--- src/rtl/param_sync_fifo_pkg.sv ---
// ============================================================================
// Module   : fifo_pkg
// Brief    : Shared read-mode constants and sizing helper for param_sync_fifo.
// Revision : 1.0 - initial release
// ============================================================================
`default_nettype none

package fifo_pkg;

  localparam int FIFO_REG  = 0;
  localparam int FIFO_FWFT = 1;

  // Bits needed to address 'value' distinct entries (0 for a single entry).
  function automatic int fifo_clog2(input int value);
    return (value <= 1) ? 0 : $clog2(value);
  endfunction

endpackage

`default_nettype wire

--- src/rtl/param_sync_fifo_if.sv ---
// ============================================================================
// Module   : param_sync_fifo_if
// Brief    : Producer/consumer handshake and status bundle for param_sync_fifo.
// Revision : 1.0 - initial release
// ============================================================================
`default_nettype none

interface param_sync_fifo_if #(
  parameter int width    = 8,
  parameter int addrbits = 4
);

  logic [width-1:0]  dataIn;
  logic              insert;
  logic              remove;
  logic              flush;
  logic [width-1:0]  dataOut;
  logic              full;
  logic              empty;
  logic              almost_full;
  logic              almost_empty;
  logic [addrbits:0] count;
  logic              overflow;
  logic              underflow;

  modport master (
    output dataIn, insert, remove, flush,
    input  dataOut, full, empty, almost_full, almost_empty, count, overflow, underflow
  );

  modport slave (
    input  dataIn, insert, remove, flush,
    output dataOut, full, empty, almost_full, almost_empty, count, overflow, underflow
  );

endinterface

`default_nettype wire

--- src/rtl/param_sync_fifo_ram.sv ---
// ============================================================================
// Module   : fifo_ram
// Brief    : width x depth storage, synchronous write, asynchronous read.
// Revision : 1.0 - initial release
// ============================================================================
`default_nettype none

module fifo_ram #(
  parameter int width    = 8,
  parameter int depth    = 16,
  parameter int addrbits = 4
) (
  input  wire logic                clk,
  input  wire logic                i_wr_en,
  input  wire logic [addrbits-1:0] i_wr_addr,
  input  wire logic [width-1:0]    i_wr_data,
  input  wire logic [addrbits-1:0] i_rd_addr,
  output logic      [width-1:0]    o_rd_data
);

  logic [width-1:0] r_mem [0:depth-1];

  always_ff @(posedge clk) begin
    if (i_wr_en) begin
      r_mem[i_wr_addr] <= i_wr_data;
    end
  end

  assign o_rd_data = r_mem[i_rd_addr];

endmodule

`default_nettype wire

--- src/rtl/param_sync_fifo.sv ---
// ============================================================================
// Module   : param_sync_fifo
// Brief    : Single-clock FIFO, arbitrary depth, thresholds, sticky errors,
//            registered or first-word-fall-through read.
// Revision : 1.0 - initial release
// ============================================================================
`default_nettype none

module param_sync_fifo
  import fifo_pkg::*;
#(
  parameter int width     = 8,
  parameter int addrbits  = 4,
  parameter int depth     = 16,
  parameter int AF_THRESH = 14,
  parameter int AE_THRESH = 2,
  parameter int FWFT      = FIFO_REG
) (
  input wire logic         clk_in,
  input wire logic         rst,
  param_sync_fifo_if.slave bus
);

  localparam int                CW          = addrbits + 1;
  localparam logic [CW-1:0]     c_depth     = CW'(depth);
  localparam logic [CW-1:0]     c_af_thresh = CW'(AF_THRESH);
  localparam logic [CW-1:0]     c_ae_thresh = CW'(AE_THRESH);
  localparam logic [addrbits-1:0] c_last_addr = addrbits'(depth - 1);

  generate
    if (fifo_clog2(depth) > addrbits) begin : g_err_depth_fit
      $error("param_sync_fifo: depth %0d needs more than addrbits=%0d", depth, addrbits);
    end
    if (depth < 2) begin : g_err_depth_min
      $error("param_sync_fifo: depth %0d below minimum of 2", depth);
    end
    if (AF_THRESH < 1 || AF_THRESH > depth) begin : g_err_af
      $error("param_sync_fifo: AF_THRESH %0d outside 1..%0d", AF_THRESH, depth);
    end
    if (AE_THRESH < 0 || AE_THRESH > depth - 1) begin : g_err_ae
      $error("param_sync_fifo: AE_THRESH %0d outside 0..%0d", AE_THRESH, depth - 1);
    end
  endgenerate

  logic [addrbits-1:0] r_wraddr;
  logic [addrbits-1:0] r_rdaddr;
  logic [CW-1:0]       r_count;
  logic                r_overflow;
  logic                r_underflow;
  logic                w_full;
  logic                w_empty;
  logic                w_wr_ok;
  logic                w_rd_ok;
  logic [width-1:0]    w_rd_data;

  // Flags come from the registered count only, never from this cycle's requests.
  assign w_full  = (r_count == c_depth);
  assign w_empty = (r_count == '0);
  assign w_wr_ok = bus.insert & ~w_full  & ~bus.flush;
  assign w_rd_ok = bus.remove & ~w_empty & ~bus.flush;

  function automatic logic [addrbits-1:0] next_addr(input logic [addrbits-1:0] addr);
    return (addr == c_last_addr) ? '0 : addr + addrbits'(1);
  endfunction

  always_ff @(posedge clk_in or negedge rst) begin
    if (!rst) begin
      r_wraddr    <= '0;
      r_rdaddr    <= '0;
      r_count     <= '0;
      r_overflow  <= 1'b0;
      r_underflow <= 1'b0;
    end else if (bus.flush) begin
      r_wraddr    <= '0;
      r_rdaddr    <= '0;
      r_count     <= '0;
      r_overflow  <= 1'b0;
      r_underflow <= 1'b0;
    end else begin
      if (w_wr_ok) begin
        r_wraddr <= next_addr(r_wraddr);
      end
      if (w_rd_ok) begin
        r_rdaddr <= next_addr(r_rdaddr);
      end
      case ({w_wr_ok, w_rd_ok})
        2'b10:   r_count <= r_count + CW'(1);
        2'b01:   r_count <= r_count - CW'(1);
        default: r_count <= r_count;
      endcase
      if (bus.insert & w_full) begin
        r_overflow <= 1'b1;
      end
      if (bus.remove & w_empty) begin
        r_underflow <= 1'b1;
      end
    end
  end

  fifo_ram #(
    .width    (width),
    .depth    (depth),
    .addrbits (addrbits)
  ) u_ram (
    .clk       (clk_in),
    .i_wr_en   (w_wr_ok),
    .i_wr_addr (r_wraddr),
    .i_wr_data (bus.dataIn),
    .i_rd_addr (r_rdaddr),
    .o_rd_data (w_rd_data)
  );

  generate
    if (FWFT == FIFO_FWFT) begin : g_fwft
      assign bus.dataOut = w_empty ? '0 : w_rd_data;
    end else begin : g_reg
      logic [width-1:0] r_dataout;

      always_ff @(posedge clk_in or negedge rst) begin
        if (!rst) begin
          r_dataout <= '0;
        end else if (bus.flush) begin
          r_dataout <= '0;
        end else if (w_rd_ok) begin
          r_dataout <= w_rd_data;
        end
      end

      assign bus.dataOut = r_dataout;
    end
  endgenerate

  assign bus.full         = w_full;
  assign bus.empty        = w_empty;
  assign bus.almost_full  = (r_count >= c_af_thresh);
  assign bus.almost_empty = (r_count <= c_ae_thresh);
  assign bus.count        = r_count;
  assign bus.overflow     = r_overflow;
  assign bus.underflow    = r_underflow;

endmodule

`default_nettype wire

--- src/flat_wrapper.sv ---
// flat-port wrapper written by rule: the top's interface ports become plain ports
module param_sync_fifo_flat import fifo_pkg::*;
#(
  parameter int width     = 8,
  parameter int addrbits  = 4,
  parameter int depth     = 16,
  parameter int AF_THRESH = 14,
  parameter int AE_THRESH = 2,
  parameter int FWFT      = FIFO_REG
)
  (clk_in, rst, bus_dataIn, bus_insert, bus_remove, bus_flush, bus_dataOut, bus_full, bus_empty, bus_almost_full, bus_almost_empty, bus_count, bus_overflow, bus_underflow);
  param_sync_fifo_if #(.width(width), .addrbits(addrbits)) bus_i ();
  input wire logic clk_in;
  input wire logic rst;
  input wire logic [$bits(bus_i.dataIn)-1:0] bus_dataIn;
  input wire logic [$bits(bus_i.insert)-1:0] bus_insert;
  input wire logic [$bits(bus_i.remove)-1:0] bus_remove;
  input wire logic [$bits(bus_i.flush)-1:0] bus_flush;
  output wire logic [$bits(bus_i.dataOut)-1:0] bus_dataOut;
  output wire logic [$bits(bus_i.full)-1:0] bus_full;
  output wire logic [$bits(bus_i.empty)-1:0] bus_empty;
  output wire logic [$bits(bus_i.almost_full)-1:0] bus_almost_full;
  output wire logic [$bits(bus_i.almost_empty)-1:0] bus_almost_empty;
  output wire logic [$bits(bus_i.count)-1:0] bus_count;
  output wire logic [$bits(bus_i.overflow)-1:0] bus_overflow;
  output wire logic [$bits(bus_i.underflow)-1:0] bus_underflow;
  assign bus_i.dataIn = bus_dataIn;
  assign bus_i.insert = bus_insert;
  assign bus_i.remove = bus_remove;
  assign bus_i.flush = bus_flush;
  assign bus_dataOut = bus_i.dataOut;
  assign bus_full = bus_i.full;
  assign bus_empty = bus_i.empty;
  assign bus_almost_full = bus_i.almost_full;
  assign bus_almost_empty = bus_i.almost_empty;
  assign bus_count = bus_i.count;
  assign bus_overflow = bus_i.overflow;
  assign bus_underflow = bus_i.underflow;
  param_sync_fifo #(.width(width), .addrbits(addrbits), .depth(depth), .AF_THRESH(AF_THRESH), .AE_THRESH(AE_THRESH), .FWFT(FWFT)) u_core (.clk_in(clk_in), .rst(rst), .bus(bus_i));
endmodule
--- config.mk ---
export PLATFORM = sky130hd
export DESIGN_NAME = param_sync_fifo_flat
export DESIGN_NICKNAME = d
export VERILOG_FILES = /design/src/rtl/param_sync_fifo_pkg.sv /design/src/rtl/param_sync_fifo_if.sv /design/src/rtl/param_sync_fifo_ram.sv /design/src/rtl/param_sync_fifo.sv /design/src/flat_wrapper.sv
export SDC_FILE = /design/constraint.sdc
export NUM_CORES = 1
export LEC_CHECK = 0
export CORE_MARGIN = 8
export CORE_UTILIZATION = 55
export DETAILED_ROUTE_END_ITERATION = 12
export GPL_TIMING_DRIVEN = 0
export PLACE_DENSITY = 0.78
export SLEW_MARGIN = 20
export SYNTH_ARGS = -nofsm -noshare
export SYNTH_HDL_FRONTEND = slang
export SYNTH_SLANG_ARGS = --single-unit
--- constraint.sdc ---
create_clock -name clk_in -period 3.9 [get_ports clk_in]
set_input_delay 0.78 -clock clk_in [delete_from_list [all_inputs] [get_ports clk_in]]
set_output_delay 0.78 -clock clk_in [all_outputs]
set_load 0.01 [all_outputs]
=== Word-level counts from Yosys, hierarchy flattened ===
Memory sizes are Yosys's and may differ from the RTL's.
Index checks and enable logic that the tools add are counted.

* Memory bits (writable): 128
* Register bits: 23
* Logic and storage cells: 49
* Memories kept: 1

* Equality and inequality tests: 5
* Add/sub/neg operators: 4
* Order comparisons: 2
* Bitwise operators: 9
* Reduce and logical (&&, ||, !) cells: 6
* Muxes and demuxes: 16

{| class="wikitable"
|+ Memories
! memory !! words !! bits a word !! read ports !! clocked after Yosys merged registers in !! write ports !! line !! text
|-
| u_core.u_ram.r_mem || 16 || 8 || 1 || 0 || 1 || param_sync_fifo_ram.sv:21 || <nowiki>logic [width-1:0] r_mem [0:depth-1];</nowiki>
|}

{| class="wikitable"
|+ Operators by type and width
! operator !! count
|-
| 4-bit 2-to-1 mux || 6
|-
| 8-bit 2-to-1 mux || 2
|-
| 5-bit one-hot mux with 2 select lines || 1
|-
| 4-bit by 1-bit adder with 4-bit output, second input constant || 2
|-
| 4-bit == test, second input constant || 2
|-
| 2-bit nonzero test || 4
|-
| 1-bit bitwise AND || 6
|-
| 1-bit 2-to-1 mux || 6
|-
| 5-bit by 1-bit adder with 5-bit output, second input constant || 1
|-
| 5-bit == test, second input constant || 1
|-
| 5-bit by 4-bit >= comparator with 1-bit output, second input constant || 1
|-
| 5-bit by 2-bit <= comparator with 1-bit output, second input constant || 1
|-
| 5-bit zero test || 1
|-
| 5-bit 2-to-1 mux || 1
|-
| 5-bit by 1-bit subtractor with 5-bit output, second input constant || 1
|-
| 1-bit inverter || 3
|-
| 3-bit nonzero test || 1
|-
| 2-bit by 1-bit == test with 1-bit output, second input constant || 1
|-
| 2-bit == test, second input constant || 1
|}

=== Depth between registers and ports, before layout ===
Gate-level depths: netlist (run 1).

* Word-level depth: 7
* Mapped depth: 11

=== Cells and area by module ===
From an unflattened synthesis (run 1), not the netlist that was laid out.

* Cells, all modules: 365
* Area, all modules: 6286.0 µm²

{| class="wikitable"
|+ By module, submodules not included
! module !! cells an instance !! instances !! sequential area each (µm²) !! area an instance (µm²)
|-
| fifo_ram || 221 || 1 || 3843.7 || 4987.3
|-
| param_sync_fifo || 144 || 1 || 575.6 || 1298.7
|}

=== Worst setup path after synthesis (run 1) ===
No wires, ideal clock.

* Path kind: input to register
* Start: input port bus_flush
* End: register u_core.r_count[4] (netlist: u_core.bus.count[4])
* Data arrival time: 2986 ps
* Path buffers: 1
* Slack: 833 ps
* Stages: 11
* Path through: buf_6 > or3b_1 > mux2i_1 > xor2_1 > ha_1 > nor2_1 > or3_1 > mux2i_1 > or3_1 > or4_1 > a31oi_1

* Longest elaborated chain between the ends: 5
* Elaborated cells between the ends (all ways): 8

{| class="wikitable"
|+ RTL lines
! what !! line !! text
|-
| start, declared || flat_wrapper.sv:18 || <nowiki>input wire logic [$bits(bus_i.flush)-1:0] bus_flush;</nowiki>
|-
| 1-bit inverter || param_sync_fifo.sv:59, param_sync_fifo.sv:60 ||
|-
| 1-bit bitwise AND, on equally long branches || param_sync_fifo.sv:60, param_sync_fifo.sv:59 ||
|-
| 2-bit by 1-bit == test with 1-bit output / 2-bit == test (equally long branches) || param_sync_fifo.sv:86 || <nowiki>case ({w_wr_ok, w_rd_ok})</nowiki>
|-
| 5-bit one-hot mux with 2 select lines || param_sync_fifo.sv:86 ||
|-
| 5-bit 2-to-1 mux || param_sync_fifo.sv:73 || <nowiki>end else if (bus.flush) begin</nowiki>
|-
| end signal, assigned || param_sync_fifo.sv:87 || <nowiki>2'b10: r_count <= r_count + CW'(1);</nowiki>
|-
| end signal, assigned || param_sync_fifo.sv:88 || <nowiki>2'b01: r_count <= r_count - CW'(1);</nowiki>
|-
| end signal, assigned || param_sync_fifo.sv:89 || <nowiki>default: r_count <= r_count;</nowiki>
|-
| end, declared || param_sync_fifo.sv:47 || <nowiki>logic [CW-1:0] r_count;</nowiki>
|}

Several ways; a longest one is shown, not always the timed one.
A chain may end at the register's enable or synchronous reset.

=== Final worst setup path (run 1) ===
* Start: input port bus_remove
* End: register u_core.r_count[4] (netlist: u_core.bus.count[4])

* Longest elaborated chain between the ends: 5
* Elaborated cells between the ends (all ways): 7

{| class="wikitable"
|+ RTL lines
! what !! line !! text
|-
| start, declared || flat_wrapper.sv:17 || <nowiki>input wire logic [$bits(bus_i.remove)-1:0] bus_remove;</nowiki>
|-
| 1-bit bitwise AND * (2 in series) || param_sync_fifo.sv:60 || <nowiki>assign w_rd_ok = bus.remove & ~w_empty & ~bus.flush;</nowiki>
|-
| 2-bit by 1-bit == test with 1-bit output / 2-bit == test (equally long branches) || param_sync_fifo.sv:86 ||
|-
| 5-bit one-hot mux with 2 select lines || param_sync_fifo.sv:86 ||
|-
| 5-bit 2-to-1 mux || param_sync_fifo.sv:73 ||
|}

Mark *: on every way between the ends. The rest lies on a longest branch, timed or not.

==> results.tsv, run 1 <==
metric	value	unit
path category of the worst min-delay check	primary input to asynchronous set/reset pin	
fraction of power consumed by sequential logic	39.3	%
slew at the pin with the worst max-slew slack	806	ps
share of total power in the clock network	37.1	%
All-Layer GR Usage	19.3	%
unrepaired setup endpoints after global routing	no	
worst relative slew slack	46.1	%
per-cell routed wire length	23.5	um
worst-path maximum fanout	8	
Worst Setup End Kind	flip-flop	
H-tree Lvls	4	
largest buffer count on any clock path	2	
IR drop worst, VDD	0.000464	V
clock transition at the register clock pins on the worst setup and hold paths after CTS	60	ps
start-to-end type of the worst setup path	primary input to flip-flop	
number of standard cells after synthesis	362	
most used flip-flop cell after synthesis	edfxtp_1	
minimum clock period after layout	3450	ps
max-slew violation total from the final report	0	
remaining routing DRC violations	0	
CP arrival	3780	ps
cells along the critical path	clkdlybuf4s50_1 > or3b_1 > mux2i_1 > xor2_1 > ha_1 > nor2_1 > or3_1 > mux2i_1 > or3_1 > or4_1 > a31oi_1	
Detailed Place HPWL	8780	um
height of the die	123	um
proportion of layout cells with a drive suffix above 1	19.6	%
CP peak stage delay	650	ps
quantity of I/O buffers inserted on ports	30	
Lkg Pwr	2.48	nW
largest net degree at the start of global routing	24	
1st-iter DRT viols	462	
number of antenna violations at the first check in global routing	0	
Routability Congestion	0.808	
master of the slowest instance on the critical path	clkdlybuf4s50_1	
TritonCTS Buffers	17	
flop-to-flop setup slack	470	ps
CP endpoint	u_core.bus.count[4]	
sw power	1.32	mW
Sink Count	151	
Yosys warning total	0	
# rows	39	
hold violation count in the final report	0	
vias	3470	
layout overhead on the synthesized area	18.3	%
Initial Utilization	55.5	%
setup TNS after final layout	0	ps
average footprint of a synthesized cell	17.3	sq um
Switching Share	27.3	%
result of the run	finished, final reports clean	
gr ovfl total	0	
cell at the root of the clock tree	clkbuf_16	
EDFF count, synth	128	
die footprint	15000	sq um
post-cts sizing count	0	
leading cell types in the layout, fill and taps excluded	128 x edfxtp_1, 40 x mux4_2, 34 x nand2_1, 29 x clkdlybuf4s50_1, 28 x nor2_1	
Core Box Area	11300	sq um
CTS hold repair buffers	0	
share of flip-flops with an asynchronous set or reset after synthesis	15.2	%
Seq cells post-synth	151	
# Max-Cap Violations	0	
critical path startpoint category	primary input	
Critical Path Start	bus_remove	
most common library cell in the layout ignoring fill and taps	edfxtp_1	
total power density per cell area	652	nW/um^2
share of synthesized area occupied by flip-flops and latches	70.7	%
I/O pin count	32	
final worst clock skew	6.75	ps
vias in the first global route	3607	
post-synth design cell area	6250	sq um
source of the worst register-to-register timing path	u_core.bus.count[2]	
post-synth cell types	38	
endpoint of the worst register-to-register path	u_core.bus.count[4]	
Reg2Reg Depth	11	
# Post-CTS Setup Buffers	0	
Die X	123	um
Internal Power	3.50	mW
Worst EP required	4240	ps
average via count per standard cell	6.12	
total power of the final layout	4.82	mW
total routed wirelength	13300	um
antenna diode count	0	
Layout fillers	725	
net count after synthesis	382	
final-report setup violation count	0	
part of the cycle the worst path needs	88.4	%
combinational share of power	23.7	%
clock tree from TritonCTS	built	
final net count	431	
first-pass GRT wire length	20900	um
achievable clock frequency	0.290	GHz
count of nets left with antenna violations after detail routing	0	
Clock Latency Late Sink	420	ps
DR pass1 iterations	5	
layer usage:
layer / share of wire [%] / up-vias / global-route usage (%)
li1: - / 1527 / -
met1: 42 / 1790 / 24.5
met2: 50 / 126 / 31.6
met3: 5.7 / 27 / 4.46
met4: 2.6 / 0 / 8.30
met5: 0 / - / 0
cell type report:
class	instances	area, sq um	area share, %
Sequential cell	151	4420	59.7
Multi-Input combinational cell	186	1750	23.6
Clock buffer	17	425	5.75
Timing Repair Buffer	30	295	3.99
Clock inverter	15	224	3.03
Tap cell	143	179	2.42
Buffer	22	95.1	1.29
Inverter	3	11.3	0.152
power groups by stage:
| stage | logic [mW] | clock network (mW) | registers (mW) |
|---|---|---|---|
| after detailed placement | 1.14 | 0 | 1.92 |
| after global placement | 1.13 | 0 | 1.92 |
| after CTS | 1.15 | 1.80 | 1.89 |
| after global routing | 1.24 | 1.86 | 1.90 |
| final | 1.14 | 1.79 | 1.89 |
| after floorplan | 0.698 | 0 | 1.94 |
flip-flops by register name (all words and copies together), names as in the netlist:
register,count
u_core.bus.dataOut,8
u_core.bus.overflow,1
u_core.r_wraddr,4
u_core.bus.count,5
u_core.bus.underflow,1
u_core.r_rdaddr,4
u_core.u_ram.r_mem,128
logic make-up (layout without fill, tap and decap cells):
family | after synthesis | after routing | share of synthesized area [%]
AO/OA/AOI/OAI | 41 | 41 | 4.02
XOR/XNOR | 5 | 5 | 0.700
adder cells (fa/ha/maj) | 7 | 7 | 1.40
buffers and inverters | 25 | 87 | 1.70
flip-flops | 151 | 151 | 70.7
multiplexers | 43 | 43 | 14.9
AND/OR/NAND/NOR | 90 | 90 | 6.62
critical path, delay by kind of cell:
kind,cells,cell delay (ps)
XOR/XNOR,1,120
multiplexers,2,430
AO/OA/AOI/OAI,1,170
AND/OR/NAND/NOR,5,1390
buffers and inverters,1,650
adder cells (fa/ha/maj),1,230
through the flow:
stage | setup WS (ps) | area (sq um) | util [%] | std cells | hold WS, ps
after global placement | 116 | 6730 | 59.7 | 535 | 479
final | 454 | 7400 | 65.6 | 567 | 342
after detailed placement | 58.2 | 6750 | 59.9 | 535 | 517
after floorplan | 833 | 6250 | - | 362 | 484
after CTS | 456 | 7400 | 65.7 | 567 | 527
after global routing | 274 | 7400 | 65.6 | 567 | 380
cells in the mapped netlist (all sizes together), types with 2 or more instances:
library cell	count	area [sq um]
a21oi	18	90.1
a311oi	2	17.5
a31oi	2	12.5
buf	7	38.8
clkbuf	15	56.3
dfrtp	23	576
edfxtp	128	3840
ha	7	87.6
inv	3	11.3
mux2i	3	30.0
mux4	40	901
nand2	34	128
nand2b	5	31.3
nand3	5	25.0
nand3b	2	15.0
nor2	28	105
nor3	5	25.0
o21a	2	15.0
o21ai	8	40.0
or3	3	18.8
or4	3	22.5
xor2	5	43.8
worst min path at each step:
stage                            end                   from
2_1_floorplan    u_core.bus.count[0]                    rst
3_3_place_gp    u_core.bus.underflow   u_core.bus.underflow
3_5_place_dp    u_core.bus.underflow   u_core.bus.underflow
4_1_cts        u_core.bus.dataOut[0]  u_core.bus.dataOut[0]
5_1_grt          u_core.bus.count[4]                    rst
6_report         u_core.bus.count[3]                    rst
No activity file was read; power rests on OpenSTA's default activity.
==> run 2, diff against run 1 <==
--- a/config.mk
+++ b/config.mk
@@ -6,10 +6,10 @@
 export NUM_CORES = 1
 export LEC_CHECK = 0
 export CORE_MARGIN = 8
-export CORE_UTILIZATION = 55
+export CORE_UTILIZATION = 35
 export DETAILED_ROUTE_END_ITERATION = 12
 export GPL_TIMING_DRIVEN = 0
-export PLACE_DENSITY = 0.78
+export PLACE_DENSITY = 0.55
 export SLEW_MARGIN = 20
 export SYNTH_ARGS = -nofsm -noshare
 export SYNTH_HDL_FRONTEND = slang
==> run 2 against run 1 <==
Net effect: non-clock buffer count did not move; final cell count rose by 15%; sequential power is essentially flat; critical path depth down 6; clock power shrank 7%; largest power group unchanged; first-iteration DRC count is 48% lower; via count fell by 2.5%; count of clock-buffer cells in the layout stayed put; critical endpoint is now bus_full; routed wire length grew 3.2%; combinational power is essentially flat; utilization decreased by 24 points.
==> results.tsv, run 2 (same netlist as run 1, synthesis figures left out) <==
metric	value	unit	change
result of the run	finished, final reports clean		
IR drop worst, VDD	0.000404	V	-13%
worst-path maximum fanout	10		+2
I/O pin count	32		unchanged
All-Layer GR Usage	13.1	%	-6.3 points
Switching Share	28.1	%	+0.75 points
Clock Latency Late Sink	420	ps	about the same
Detailed Place HPWL	9260	um	+5.5%
total power of the final layout	4.69	mW	-2.7%
final-report setup violation count	0		unchanged
# Post-CTS Setup Buffers	0		unchanged
hold violation count in the final report	0		unchanged
CP arrival	2640	ps	-1140 ps
Die X	150	um	+22%
first-pass GRT wire length	21500	um	+2.5%
height of the die	150	um	+22%
count of nets left with antenna violations after detail routing	0		unchanged
proportion of layout cells with a drive suffix above 1	19.3	%	-0.24 points
share of total power in the clock network	35.5	%	-1.6 points
sw power	1.32	mW	about the same
final worst clock skew	8.06	ps	+1.31 ps
per-cell routed wire length	21.1	um	-10%
quantity of I/O buffers inserted on ports	30		unchanged
clock tree from TritonCTS	built		
Sink Count	151		unchanged
master of the slowest instance on the critical path	nor4_2		
start-to-end type of the worst setup path	flip-flop to output pin		
Routability Congestion	0.797		-1.3%
flip-flop count of the largest register, all copies and words added	128		unchanged
part of the cycle the worst path needs	87.7	%	-0.65 points
number of antenna violations at the first check in global routing	0		unchanged
1st-iter DRT viols	241		-48%
remaining routing DRC violations	0		unchanged
total routed wirelength	13800	um	+3.2%
antenna diode count	0		unchanged
post-cts sizing count	0		unchanged
worst relative slew slack	44.6	%	-1.5 points
max-slew violation total from the final report	0		unchanged
Worst EP required	3120	ps	-1120 ps
combinational share of power	24.1	%	+0.4 points
Worst path top cell family by delay	simple AND/OR/NAND/NOR gates		
Lkg Pwr	2.46	nW	-0.94%
most common library cell in the layout ignoring fill and taps	edfxtp_1		
critical path startpoint category	flip-flop		
cells along the critical path	clkbuf_1 > nor4_2 > nand2_1 > inv_1 > clkdlybuf4s50_1		
vias	3384		-2.5%
CTS hold repair buffers	0		unchanged
largest buffer count on any clock path	2		unchanged
Top reg by flops	u_core.u_ram.r_mem		
clock transition at the register clock pins on the worst setup and hold paths after CTS	60	ps	about the same
layout overhead on the synthesized area	19.2	%	
CP peak stage delay	610	ps	-40 ps
Min Hold Slack	343	ps	+0.858 ps
fraction of power consumed by sequential logic	40.4	%	+1.1 points
H-tree Lvls	4		unchanged
Initial Utilization	35.3	%	-20 points
CP Buf/Inv Count	3		+2
unrepaired setup endpoints after global routing	no		
minimum clock period after layout	3420	ps	-25.3 ps
slew at the pin with the worst max-slew slack	828	ps	+22.4 ps
vias in the first global route	3556		-1.4%
Internal Power	3.37	mW	-3.7%
path category of the worst min-delay check	primary input to asynchronous set/reset pin		
TritonCTS Buffers	17		unchanged
gr ovfl total	0		unchanged
# Max-Cap Violations	0		unchanged
Core Box Area	17700	sq um	+57%
# rows	49		+26%
largest net degree at the start of global routing	24		unchanged
achievable clock frequency	0.292	GHz	+0.74%
setup TNS after final layout	0	ps	unchanged
DR pass1 iterations	4		-1
Layout fillers	1549		+110%
cell at the root of the clock tree	clkbuf_16		
leading cell types in the layout, fill and taps excluded	128 x edfxtp_1, 40 x mux4_2, 34 x nand2_1, 29 x clkdlybuf4s50_1, 28 x nor2_1		
average via count per standard cell	5.18		-15%
die footprint	22400	sq um	+49%
Worst Setup End Kind	output pin		
total power density per cell area	629	nW/um^2	-3.5%
final net count	431		unchanged
-- run 2: cell types whose count changed in the layout (fill, tap and decap cells not counted), sizes merged --
cell,change
bufinv,-2
inv,+1
clkinvlp,+1
-- run 2: path summary, 6_finish.rpt --
check	start	endpoint	slack, ps	cells past startpoint
max	u_core.bus.count[2]	bus_full	480	5
min	rst	u_core.bus.count[1]	340	1
max reg2reg	u_core.bus.count[2]	u_core.bus.count[4]	530	11
min reg2reg	u_core.bus.overflow	u_core.bus.overflow	500	2
max in group asynchronous	rst	u_core.bus.count[3]	3190	1
min in group clk_in	u_core.bus.overflow	u_core.bus.overflow	500	2
-- run 2: metal layers --
| metal | GRT usage, % | vias up | wire length [um] |
|---|---|---|---|
| met3 | 3.60 | 11 | 456 |
| li1 | - | 1526 | - |
| met5 | 0 | - | 0 |
| met2 | 20.9 | 66 | 6750 |
| met1 | 17.4 | 1781 | 6420 |
| met4 | 3.15 | 0 | 136 |
-- run 2: area by class of cell --
type / count / area, sq um / area share (%)
Buffer: 22 / 95.1 / 1.28
Clock buffer: 17 / 425 / 5.70
Clock inverter: 15 / 176 / 2.37
Inverter: 3 / 11.3 / 0.151
Multi-Input combinational cell: 186 / 1750 / 23.4
Sequential cell: 151 / 4420 / 59.3
Tap cell: 229 / 287 / 3.84
Timing Repair Buffer: 30 / 295 / 3.96
-- run 2: through the flow --
| stage | instances | instance area (sq um) | util [%] | worst slack, ps |
|---|---|---|---|---|
| global placement | 621 | 6840 | 38.6 | 111 |
| CTS | 653 | 7460 | 42.1 | 451 |
| detailed placement | 621 | 6860 | 38.7 | 102 |
| finish | 653 | 7460 | 42.1 | 479 |
| floorplan | 362 | 6250 | - | 833 |
| global route | 653 | 7460 | 42.1 | 265 |
-- run 2: power by group through the flow --
stage / combinational [mW] / clock (mW) / sequential, mW
after floorplan: 0.698 / 0 / 1.94
after global placement: 1.14 / 0 / 1.92
after detailed placement: 1.15 / 0 / 1.93
after CTS: 1.15 / 1.69 / 1.89
after global routing: 1.24 / 1.75 / 1.91
final: 1.13 / 1.67 / 1.89
-- run 2: worst register-to-register path, stage by stage (launching register included) --
cell and delay [ps]:
dfrtp_1 380, clkbuf_1 220, nor4_2 610, mux2i_1 440, xor2_1 120, ha_1 240
nor2_1 130, or3_1 130, mux2i_1 70, or3_1 360, or4_1 420, a31oi_1 170
==> run 3, diff against run 2 <==
--- a/config.mk
+++ b/config.mk
@@ -5,6 +5,7 @@
 export SDC_FILE = /design/constraint.sdc
 export NUM_CORES = 1
 export LEC_CHECK = 0
+export ABC_CLOCK_PERIOD_IN_PS = 3900
 export CORE_MARGIN = 8
 export CORE_UTILIZATION = 35
 export DETAILED_ROUTE_END_ITERATION = 12
==> results of run 3 <==
No change in the layout: final DEF, timing and power equal those of run 2.
